$ cat config.mk
export PLATFORM = sky130hd
export DESIGN_NAME = traffic_phase_scheduler
export DESIGN_NICKNAME = d
export VERILOG_FILES = /design/src/rtl/traffic_phase_scheduler.sv
export SDC_FILE = /design/constraint.sdc
export NUM_CORES = 1
export LEC_CHECK = 0
export ABC_AREA = 1
export BUFFER_PORTS_ARGS = -buffer_cell sky130_fd_sc_hd__buf_4
export CAP_MARGIN = 20
export CORE_UTILIZATION = 50
export DETAILED_ROUTE_END_ITERATION = 16
export PLACE_DENSITY = 0.76
export SLEW_MARGIN = 25
export SYNTH_ARGS = -nofsm -noshare
export SYNTH_HDL_FRONTEND = slang
export SYNTH_SLANG_ARGS = --single-unit
$ cat constraint.sdc
create_clock -name clk -period 4.08 [get_ports clk]
set_input_delay 0.408 -clock clk [delete_from_list [all_inputs] [get_ports clk]]
set_output_delay 0.408 -clock clk [all_outputs]
set_load 0.03 [all_outputs]
$ cat src/rtl/traffic_phase_scheduler.sv
// Four-way traffic phase scheduler: max-queue selection with a starvation override,
// green/yellow/all-red phase timing and paced drain pulses to the served direction's counter.
module traffic_phase_scheduler #(
    parameter int unsigned CW         = 4,
    parameter int unsigned TW         = 6,
    parameter int unsigned MIN_GREEN  = 4,
    parameter int unsigned MAX_GREEN  = 20,
    parameter int unsigned YELLOW_T   = 3,
    parameter int unsigned ALLRED_T   = 1,
    parameter int unsigned STARVE_LIM = 3,
    parameter int unsigned DRAIN_DIV  = 2
) (
    input  logic            clk,
    input  logic            rst_n,
    input  logic            en,
    input  logic [4*CW-1:0] cnt,
    output logic [3:0]      green,
    output logic [3:0]      yellow,
    output logic [3:0]      red,
    output logic [3:0]      drain,
    output logic [1:0]      cur_dir,
    output logic [1:0]      phase
);

    localparam int unsigned SW = $clog2(STARVE_LIM + 1);
    localparam int unsigned DW = (DRAIN_DIV > 1) ? $clog2(DRAIN_DIV) : 1;

    typedef enum logic [1:0] {
        StAllRed  = 2'b00,
        StGreen   = 2'b01,
        StYellow  = 2'b10,
        StInvalid = 2'b11
    } phase_e;

    phase_e          phase_q, phase_d;
    logic [TW-1:0]   timer_q, timer_d;
    logic [TW-1:0]   elapsed_q, elapsed_d;
    logic [DW-1:0]   div_q, div_d;
    logic [1:0]      dir_q, dir_d;
    logic [1:0]      rr_q, rr_d;
    logic [SW-1:0]   starve_q [4];
    logic [SW-1:0]   starve_d [4];
    logic [3:0]      green_q, green_d;
    logic [3:0]      yellow_q, yellow_d;
    logic [3:0]      red_q, red_d;
    logic [3:0]      drain_q, drain_d;

    logic [CW-1:0]   cnt_dir [4];
    logic            any_cnt;
    logic            win_starved;
    logic [1:0]      starve_dir;
    logic [1:0]      max_dir;
    logic [1:0]      win_dir;
    logic [1:0]      scan_dir;
    logic [CW-1:0]   best_cnt;
    logic [TW-1:0]   elapsed_inc;
    logic [DW-1:0]   div_inc;
    logic            cur_empty;
    logic            green_done;

    always_comb begin
        for (int d = 0; d < 4; d++) begin
            cnt_dir[d] = cnt[d*CW +: CW];
        end
    end

    assign any_cnt = |cnt;

    // Both candidates are found in one scan starting at the round-robin pointer, so the first
    // hit in scan order wins starvation ties and max-count ties alike.
    always_comb begin
        win_starved = 1'b0;
        starve_dir  = '0;
        max_dir     = '0;
        best_cnt    = '0;
        scan_dir    = '0;
        for (int i = 0; i < 4; i++) begin
            scan_dir = rr_q + 2'(i);
            if (!win_starved && (starve_q[scan_dir] >= SW'(STARVE_LIM)) &&
                (cnt_dir[scan_dir] != '0)) begin
                win_starved = 1'b1;
                starve_dir  = scan_dir;
            end
            if (cnt_dir[scan_dir] > best_cnt) begin
                best_cnt = cnt_dir[scan_dir];
                max_dir  = scan_dir;
            end
        end
        win_dir = win_starved ? starve_dir : max_dir;
    end

    assign elapsed_inc = elapsed_q + 1'b1;
    assign div_inc     = ((32'(div_q) + 1) == DRAIN_DIV) ? '0 : div_q + 1'b1;
    assign cur_empty   = (cnt_dir[dir_q] == '0);
    assign green_done  = ((elapsed_inc >= TW'(MIN_GREEN)) && cur_empty) ||
                         (elapsed_inc == TW'(MAX_GREEN));

    always_comb begin
        phase_d   = phase_q;
        timer_d   = timer_q;
        elapsed_d = elapsed_q;
        div_d     = div_q;
        dir_d     = dir_q;
        rr_d      = rr_q;
        starve_d  = starve_q;
        drain_d   = '0;

        if (phase_q == StInvalid) begin
            phase_d = StAllRed;
            timer_d = TW'(ALLRED_T);
        end else if (en) begin
            unique case (phase_q)
                StAllRed: begin
                    if (timer_q != '0) begin
                        timer_d = timer_q - 1'b1;
                    end else if (any_cnt) begin
                        phase_d   = StGreen;
                        dir_d     = win_dir;
                        rr_d      = win_dir + 2'd1;
                        elapsed_d = '0;
                        div_d     = '0;
                        drain_d[win_dir] = (DRAIN_DIV == 1) && (cnt_dir[win_dir] != '0);
                        for (int d = 0; d < 4; d++) begin
                            if (2'(d) == win_dir) begin
                                starve_d[d] = '0;
                            end else if (cnt_dir[d] != '0) begin
                                starve_d[d] = (starve_q[d] >= SW'(STARVE_LIM)) ?
                                              SW'(STARVE_LIM) : starve_q[d] + 1'b1;
                            end else begin
                                starve_d[d] = '0;
                            end
                        end
                    end
                end
                StGreen: begin
                    if (green_done) begin
                        phase_d = StYellow;
                        timer_d = TW'(YELLOW_T - 1);
                    end else begin
                        elapsed_d = elapsed_inc;
                        div_d     = div_inc;
                        // Registered pulse lands in the green cycle on which the divider wraps.
                        drain_d[dir_q] = (32'(div_inc) == (DRAIN_DIV - 1)) && !cur_empty;
                    end
                end
                StYellow: begin
                    if (timer_q == '0) begin
                        phase_d = StAllRed;
                        timer_d = TW'(ALLRED_T - 1);
                    end else begin
                        timer_d = timer_q - 1'b1;
                    end
                end
                default: ;
            endcase
        end

        green_d  = '0;
        yellow_d = '0;
        if (phase_d == StGreen) begin
            green_d[dir_d] = 1'b1;
        end
        if (phase_d == StYellow) begin
            yellow_d[dir_d] = 1'b1;
        end
        red_d = ~green_d & ~yellow_d;
    end

    always_ff @(posedge clk or negedge rst_n) begin
        if (!rst_n) begin
            phase_q   <= StAllRed;
            timer_q   <= TW'(ALLRED_T);
            elapsed_q <= '0;
            div_q     <= '0;
            dir_q     <= '0;
            rr_q      <= '0;
            for (int d = 0; d < 4; d++) begin
                starve_q[d] <= '0;
            end
            green_q   <= '0;
            yellow_q  <= '0;
            red_q     <= 4'b1111;
            drain_q   <= '0;
        end else begin
            phase_q   <= phase_d;
            timer_q   <= timer_d;
            elapsed_q <= elapsed_d;
            div_q     <= div_d;
            dir_q     <= dir_d;
            rr_q      <= rr_d;
            starve_q  <= starve_d;
            green_q   <= green_d;
            yellow_q  <= yellow_d;
            red_q     <= red_d;
            drain_q   <= drain_d;
        end
    end

    assign green   = green_q;
    assign yellow  = yellow_q;
    assign red     = red_q;
    assign drain   = drain_q;
    assign cur_dir = dir_q;
    assign phase   = phase_q;

endmodule

# Word-level counts from Yosys, hierarchy flattened
# Cells that the tools add are included.
# word_totals
ff_bits	43
out_inout_bits	20
elab_cells	202
# op_classes
n_addsub	12
magnitude_cmp	22
n_eq_ne	15
muxes	92
bitwise_logic	11
reduce_logical	36
# ops
op	count
$mux 2	40
$mux 4	19
$mux 6	8
$bmux 4 s2	5
$reduce_bool 4->1	9
$pmux 6 s3	1
$bmux 2 s2	4
$ge 2x2->1 const B	8
$reduce_or 16->1	1
$ge 3x3->1 const B	5
$not 2->3	5
$add 2x1->2 const B	6
$gt 4x4->1	3
$pmux 6 s2	1
$logic_and 1x1->1	11
$mux 1	10
$and 4x4->4	2
$eq 2x2->1 const B	4
$not 4->4	2
$add 6x1->6 const B	1
$eq 6x5->1 const B	1
$ge 6x3->1 const B	1
$logic_not 6->1	1
$lt 2x3->1 const B	2
24 further kinds	38

# Depth between registers and ports, before layout
# Gate-level depths: netlist (run 1).
# logic_depth
ltp_word	32
ltp_mapped	41
ltp_nobuf	37

# Worst setup path before layout (run 1)
# No wires, ideal clock.
# synth_path
path_type	register to register
start	register rr_q[0]
end	register starve_q[0] (netlist bit)
setup_ns	0.094
t_arrival_ns	4.417
required_ns	3.986
slack_ns	-0.431
path_stages_with_launch	36
cell_sequence	dfrtp_1 -> buf_6 -> buf_2 -> nand2_1 -> nand2_1 -> nand2_1 -> nand2_2 -> ha_1 -> nand2_1 -> inv_1 -> nand2_1 -> nand2_1 -> nand2_1 -> clkbuf_1 -> o21ai_0 -> ha_1 -> a21oi_1 -> o21ai_0 -> nand2_1 -> clkbuf_1 -> o21ai_0 -> ha_1 -> inv_1 -> nor2_1 -> o21ai_0 -> nand2_1 -> nand2_1 -> inv_1 -> o21ai_0 -> nand2_1 -> nand2_1 -> nand3_2 -> ha_1 -> a21oi_1 -> nor2_1 -> a211oi_1
# synth_between
elab_chain_len	22
word_cells_on_any_way	71
classes_between	3 x add/sub; 8 x order compare; 1 x eq/ne; 41 x mux; 4 x bitwise; 14 x reduce/logical
# synth_rtl
item	line_no	source
start, declared	40	logic [1:0] rr_q, rr_d;
start signal, assigned	190	rr_q <= rr_d;
branches (longest 19 deep; another with $gt 4x1->1)	n/a	
$mux 2 (*)	89	win_dir = win_starved ? starve_dir : max_dir;
$eq 2x2->1 (*)	124	if (2'(d) == win_dir) begin
$mux 2 (*)	124	
end signal, assigned	191	starve_q <= starve_d;
end, declared	41	logic [SW-1:0] starve_q [4];
# Every way passes the cells marked *. The select of a mux whose other input is x is not followed.
# A chain may end at the register's enable or synchronous reset.

# Worst setup path in the final report (run 1)
# layout_path
start	register rr_q[0]
end	register starve_q[2] (netlist bit)
# Same word-level chain as after synthesis.

==> results of run 1 <==
[cell families after synthesis]
logic type	synth area share, %
buffers and inverters	9.65
XOR/XNOR	1.29
AO/OA/AOI/OAI	12.9
flip-flops	31.8
adder cells (fa/ha/maj)	8.47
AND/OR/NAND/NOR	35.9
[flip-flops by register name, indices dropped and copies added, names as in the netlist]
| register | cells |
|---|---|
| elapsed_q | 6 |
| timer_q | 6 |
| starve_q | 8 |
| green | 4 |
| drain | 4 |
| cur_dir | 2 |
| red | 4 |
| div_q | 1 |
| yellow | 4 |
| phase | 2 |
| rr_q | 2 |
[final cells by class]
class | count | area share (%)
Clock buffer | 5 | 1.46
Clock inverter | 3 | 0.927
Inverter | 60 | 5.03
Multi-Input combinational cell | 391 | 50.4
Sequential cell | 43 | 22.9
Tap cell | 77 | 2.04
Timing Repair Buffer | 106 | 17.1
Timing Repair inverter | 1 | 0.159
[what timing repair did]
item / 4_1_cts / 5_1_grt
resized for setup: 50 / 42
endpoints found under the setup margin: 24 / 24
pin swaps: 19 / 38
buffers inserted: 10 / 7
gates cloned: 3 / 1
[worst paths after layout]
check | endpoint | slack [ps] | cells past startpoint
worst max-delay path | starve_q[2]$_DFFE_PN0P_ | -580 | 36
worst min-delay path | green[2]$_DFF_PN0_ | 100 | 1
worst max register to register | starve_q[2]$_DFFE_PN0P_ | -580 | 36
worst min register to register | div_q$_DFFE_PN0P_ | 490 | 1
max in group asynchronous | rr_q[0]$_DFFE_PN0P_ | 3580 | 1
min in group clk | div_q$_DFFE_PN0P_ | 490 | 1
[Yosys cell counts, types with 2 or more instances]
master and count:
buf_6 4, inv_1 57, nand4_1 10, nor2_1 48, nand3_2 3, nor3_1 2, nand3_1 46, a21oi_1 22
dfrtp_1 38, o21ai_0 36, a211oi_1 4, o22ai_1 5, o211ai_1 3, o21ai_1 2, inv_2 2, buf_2 5
nand2_1 155, o21bai_1 2, xor2_1 3, clkbuf_1 2, xnor2_1 2, nand2_2 10, buf_4 3, dfstp_2 5
nor4_1 4, ha_1 23
[metrics by stage]
step	hold WS (ps)	utilization [%]	instances	setup TNS [ps]
floorplan	112	-	506	-140
global placement	433	63.8	657	-3090
detailed placement	437	63.8	657	-6280
CTS	113	69.7	678	-3350
global route	135	73.2	686	-16640
finish	96.1	73.2	686	-10570
[per-layer routing]
metal | vias up | wire [um]
met3 | 18 | 433
met5 | - | 0
met1 | 1755 | 4140
li1 | 1853 | -
met4 | 0 | 135
met2 | 111 | 4880
[critical path, delay by kind of cell, from the launching register on]
family / cells / cell delay [ps]
buf+inv: 5 / 450
fa+ha+maj: 4 / 1030
compound gates: 8 / 960
simple gates: 19 / 1650
flops: 1 / 490
==> results_dict.tcl, run 1 <==
set metrics [dict create \
    antenna_found_initial 0 \
    first_pass_iters 12 \
    cts_buffer_depth 2 \
    drv_slew 0 \
    viasPerCell 5.45 \
    skew_ps 14.2 \
    grt_max_degree 44 \
    multi_input_area_mm2 0.00238 \
    cp_slowest_stage_delay_ps 490 \
    fp.dieH_um 84.4 \
    place_congestion 0.895 \
    place_area_mm2 0.00412 \
    grt.overflow.total 0 \
    ys_seq_area_share_pct 31.8 \
    synth_edf_count 0 \
    rsz0062_at_grt "yes" \
    gr-usage-met2_pct 48.1 \
    yosys.area.top_type "dfrtp_1" \
    violations "design-rule violations, negative setup slack" \
    crit_slowest_cell "dfrtp_2" \
    cts_hold_buf 0 \
    insertion_delay_ps 290 \
    start_util_pct 52.6 \
    final_cell_mix "nand2_1 (120), buf_4 (103), inv_1 (53), nor2_1 (45), nand3_1 (41)" \
    seq_area_mm2 0.00108 \
    design_area_mm2 0.00473 \
    synth_cells 506 \
    cts_tree "yes" \
    cts_root_buf "clkbuf_8" \
    clock.fmax_ghz 0.214 \
    post-route-drc-count 4 \
    cts_max_level 2 \
    tightest_slew_ps 555 \
    hold_class "in2async" \
    wl_um 9590 \
    n_antenna_cell 0 \
    synth-async-reset-ratio_pct 100 \
    core_region_area_mm2 0.00646 \
    grt_pass1_wl_um 15300 \
    dp_hpwl_um 6820 \
    clk_pin_slew_ps 90 \
    nNetsFinal 650 \
    use_met1_pct 35.0 \
    n_fill_cell 478 \
    detail_route.iter0.violations 280 \
    yosys.cell_types.count 36 \
    synth_area_leaders "dfrtp_1 (28%), nand2_1 (17%), ha_1 (8.5%)" \
    dieArea_mm2 0.00713 \
    cp.arrival_ps 4870 \
    syn_nets 548 \
    ant_nets 0 \
    io_pins 39 \
    postSynthAreaPerCell_um2 6.72 \
    drv_cap 0 \
    port_buffers 38 \
    worstPathRequired_ps 4290 \
    criticalPathCategory "reg2reg" \
    ys.flop_type "dfrtp_1" \
    rows 29 \
    cts.sinks 43 \
    die_x_um 84.4 \
    period_minus_slack_ps 4660 \
    slew_headroom_pct 63.0 \
    grt_use_met3_pct 3.24 \
    status "complete, but fails checks" \
    cts_made_buffers 5 \
    dr_total_vias 3737 \
    synth_top_area_share_pct 28.0 \
    crit_path_start "rr_q[0]$_DFFE_PN0P_" \
    worstSetupEndpointType "flip-flop" \
    synth_area_mm2 0.00340 \
    rr_startpoint "rr_q[0]$_DFFE_PN0P_" \
    layout_commonest_cell "nand2_1" \
    wire_per_inst_um 14.0 \
    dpl_worst_slack_ps -482 \
    grt_pass1_vias 3364 \
    path_common_cell "nand2_2" \
    hold_viol 0 \
    layout_setup_ws_ps -583 \
    layout-drive-gt1-share_pct 36.1 \
    period_share_pct 114 \
    finalSetupViolations 24 \
    ys_ff_latch 43 \
    start_kind "flip-flop" \
    grt_usage_pct 26.5 \
    yosys_warnings 0 \
    crit_fanout 7 \
    busiest_layer "met2" \
    area_growth_pct 39.1 \
]
Power of run 1 is not shown: default switching activity piles up to over one toggle a cycle in this logic, so the estimate is an artifact.
==> run 2, diff against run 1 <==
--- a/config.mk
+++ b/config.mk
@@ -10,7 +10,7 @@
 export CAP_MARGIN = 20
 export CORE_UTILIZATION = 50
 export DETAILED_ROUTE_END_ITERATION = 16
-export PLACE_DENSITY = 0.76
+export PLACE_DENSITY = 0.73
 export SLEW_MARGIN = 25
 export SYNTH_ARGS = -nofsm -noshare
 export SYNTH_HDL_FRONTEND = slang
==> constraint.sdc (replaced) <==
create_clock -name clk -period 5.4 [get_ports clk]
set_input_delay 0.54 -clock clk [delete_from_list [all_inputs] [get_ports clk]]
set_output_delay 0.54 -clock clk [all_outputs]
set_load 0.03 [all_outputs]
==> run 2 against run 1 <==
  * The flow finishes with violations (design-rule violations)
  * Worst setup slack better by 1100 ps
  * Wire length is 14% lower
  * Final cell count is 9.6% lower
  * Register-to-register slack better by 1100 ps
  * Design area is 18% lower
  * Non-clock buffer count is 63 lower
  * Clock skew is 8.5 ps lower
  * Flip-flop and latch count stayed put
  * Maximum frequency is 5.0% lower
  * Global-route usage is 1.9 points lower
==> results_dict.tcl, run 2 (same netlist as run 1, synthesis figures left out) <==
set metrics [dict create \
    cp_slowest_stage_delay_ps 420 \
    tightest_slew_ps 552 \
    grt_pass1_vias 3003 \
    dp_hpwl_um 6450 \
    rsz0062_at_grt "no" \
    start_kind "flip-flop" \
    largest_register_ffs 8 \
    crit_fanout 22 \
    seq_area_mm2 0.00108 \
    tns_ps 0 \
    port_buffers 38 \
    worstPathRequired_ps 5610 \
    core_region_area_mm2 0.00646 \
    wl_um 8280 \
    grt_usage_pct 24.6 \
    cts_hold_buf 0 \
    hold_class "in2async" \
    final_cell_mix "nand2_1 (152), inv_1 (57), nor2_1 (48), nand3_1 (46), buf_4 (43)" \
    period_minus_slack_ps 4910 \
    antenna_found_initial 0 \
    cts.sinks 43 \
    regMostFlops "starve_q" \
    dpl_worst_slack_ps 202 \
    multi_input_area_mm2 0.00200 \
    status "complete, but fails checks" \
    first_pass_iters 11 \
    ant_nets 0 \
    worstSetupEndpointType "flip-flop" \
    insertion_delay_ps 300 \
    clk_pin_slew_ps 80 \
    cts_tree "yes" \
    crit_slowest_cell "dfrtp_1" \
    dieArea_mm2 0.00713 \
    layout_setup_ws_ps 491 \
    post-route-drc-count 2 \
    grt_max_degree 44 \
    die_x_um 84.4 \
    area_growth_pct 13.8 \
    start_util_pct 52.6 \
    slew_headroom_pct 63.2 \
    grt_pass1_wl_um 14000 \
    violations "design-rule violations" \
    dp.cells 611 \
    viasPerCell 5.46 \
    dr_total_vias 3386 \
    nNetsFinal 584 \
    n_antenna_cell 0 \
    detail_route.iter0.violations 304 \
    cp.arrival_ps 5120 \
    clock.fmax_ghz 0.204 \
    skew_ps 5.64 \
    layout-drive-gt1-share_pct 14.7 \
    hold_viol 0 \
    drv_cap 0 \
    path_common_cell "nand2_1" \
    rows 29 \
    cts_max_level 2 \
    wire_per_inst_um 13.3 \
    cts_root_buf "clkbuf_8" \
    io_pins 39 \
    period_share_pct 90.9 \
    layout_commonest_cell "nand2_1" \
    fin_cells 620 \
    place_congestion 0.926 \
    grt.overflow.total 0 \
    fp.dieH_um 84.4 \
    criticalPathCategory "reg2reg" \
    n_fill_cell 608 \
    cts_buffer_depth 2 \
    top_regs "starve_q (8), elapsed_q (6), timer_q (6)" \
    drv_slew 0 \
    fin_util_pct 59.9 \
    finalSetupViolations 0 \
    cts_made_buffers 5 \
]
-- run 2: changes by cell type in the layout (fill, tap and decap cells not counted), sizes merged --
| cell | change |
|---|---|
| buf | -63 |
| inv | +1 |
| clkinvlp | -1 |
| nand2 | -2 |
| clkbuf | +1 |
| clkinv | -3 |
| bufinv | +1 |
-- run 2: timing repair --
action,CTS,global route
setup endpoints to repair,0,21
resized for setup,0,10
setup buffers,0,1
-- run 2: cell type report --
class | count | share of cell area, %
Clock inverter | 2 | 1.55
Timing Repair Buffer | 43 | 8.35
Sequential cell | 43 | 28.0
Multi-Input combinational cell | 389 | 51.8
Clock buffer | 6 | 1.88
Inverter | 60 | 5.89
Tap cell | 77 | 2.49
-- run 2: worst max-delay path, delay by kind of cell (launching register included) --
kind / cells / cell delay (ps)
and+or+nand+nor: 17 / 1580
AOI/OAI and AO/OA: 8 / 1270
adders and majority gates: 4 / 1070
buffers and inverters: 4 / 500
DFF: 1 / 420
-- run 2: stage by stage --
stage	hold WS, ps	area, um^2
final	229	3870
after global routing	272	3870
after CTS	237	3840
after detailed placement	495	3710
after global placement	490	3710
after floorplan	244	3400
-- run 2: worst paths after layout --
kind | startpoint | endpoint | slack, ps | depth (start not counted)
max | rr_q[0]$_DFFE_PN0P_ | starve_q[4]$_DFFE_PN0P_ | 490 | 33
min | rst_n | elapsed_q[0]$_DFFE_PN0P_ | 230 | 1
max reg2reg | rr_q[0]$_DFFE_PN0P_ | starve_q[4]$_DFFE_PN0P_ | 490 | 33
min reg2reg | div_q$_DFFE_PN0P_ | div_q$_DFFE_PN0P_ | 510 | 1
max in group asynchronous | rst_n | timer_q[0]$_DFFE_PN1P_ | 4790 | 1
min in group clk | div_q$_DFFE_PN0P_ | div_q$_DFFE_PN0P_ | 510 | 1
-- run 2: per-layer routing --
layer | up-vias | track usage (%) | wire (um)
met5 | - | 0 | 0
met4 | 0 | 4.93 | 68
met3 | 6 | 3.93 | 374
met2 | 85 | 39.2 | 3860
met1 | 1572 | 35.7 | 3980
li1 | 1723 | - | -
Power of run 2 is left out for the same reason.
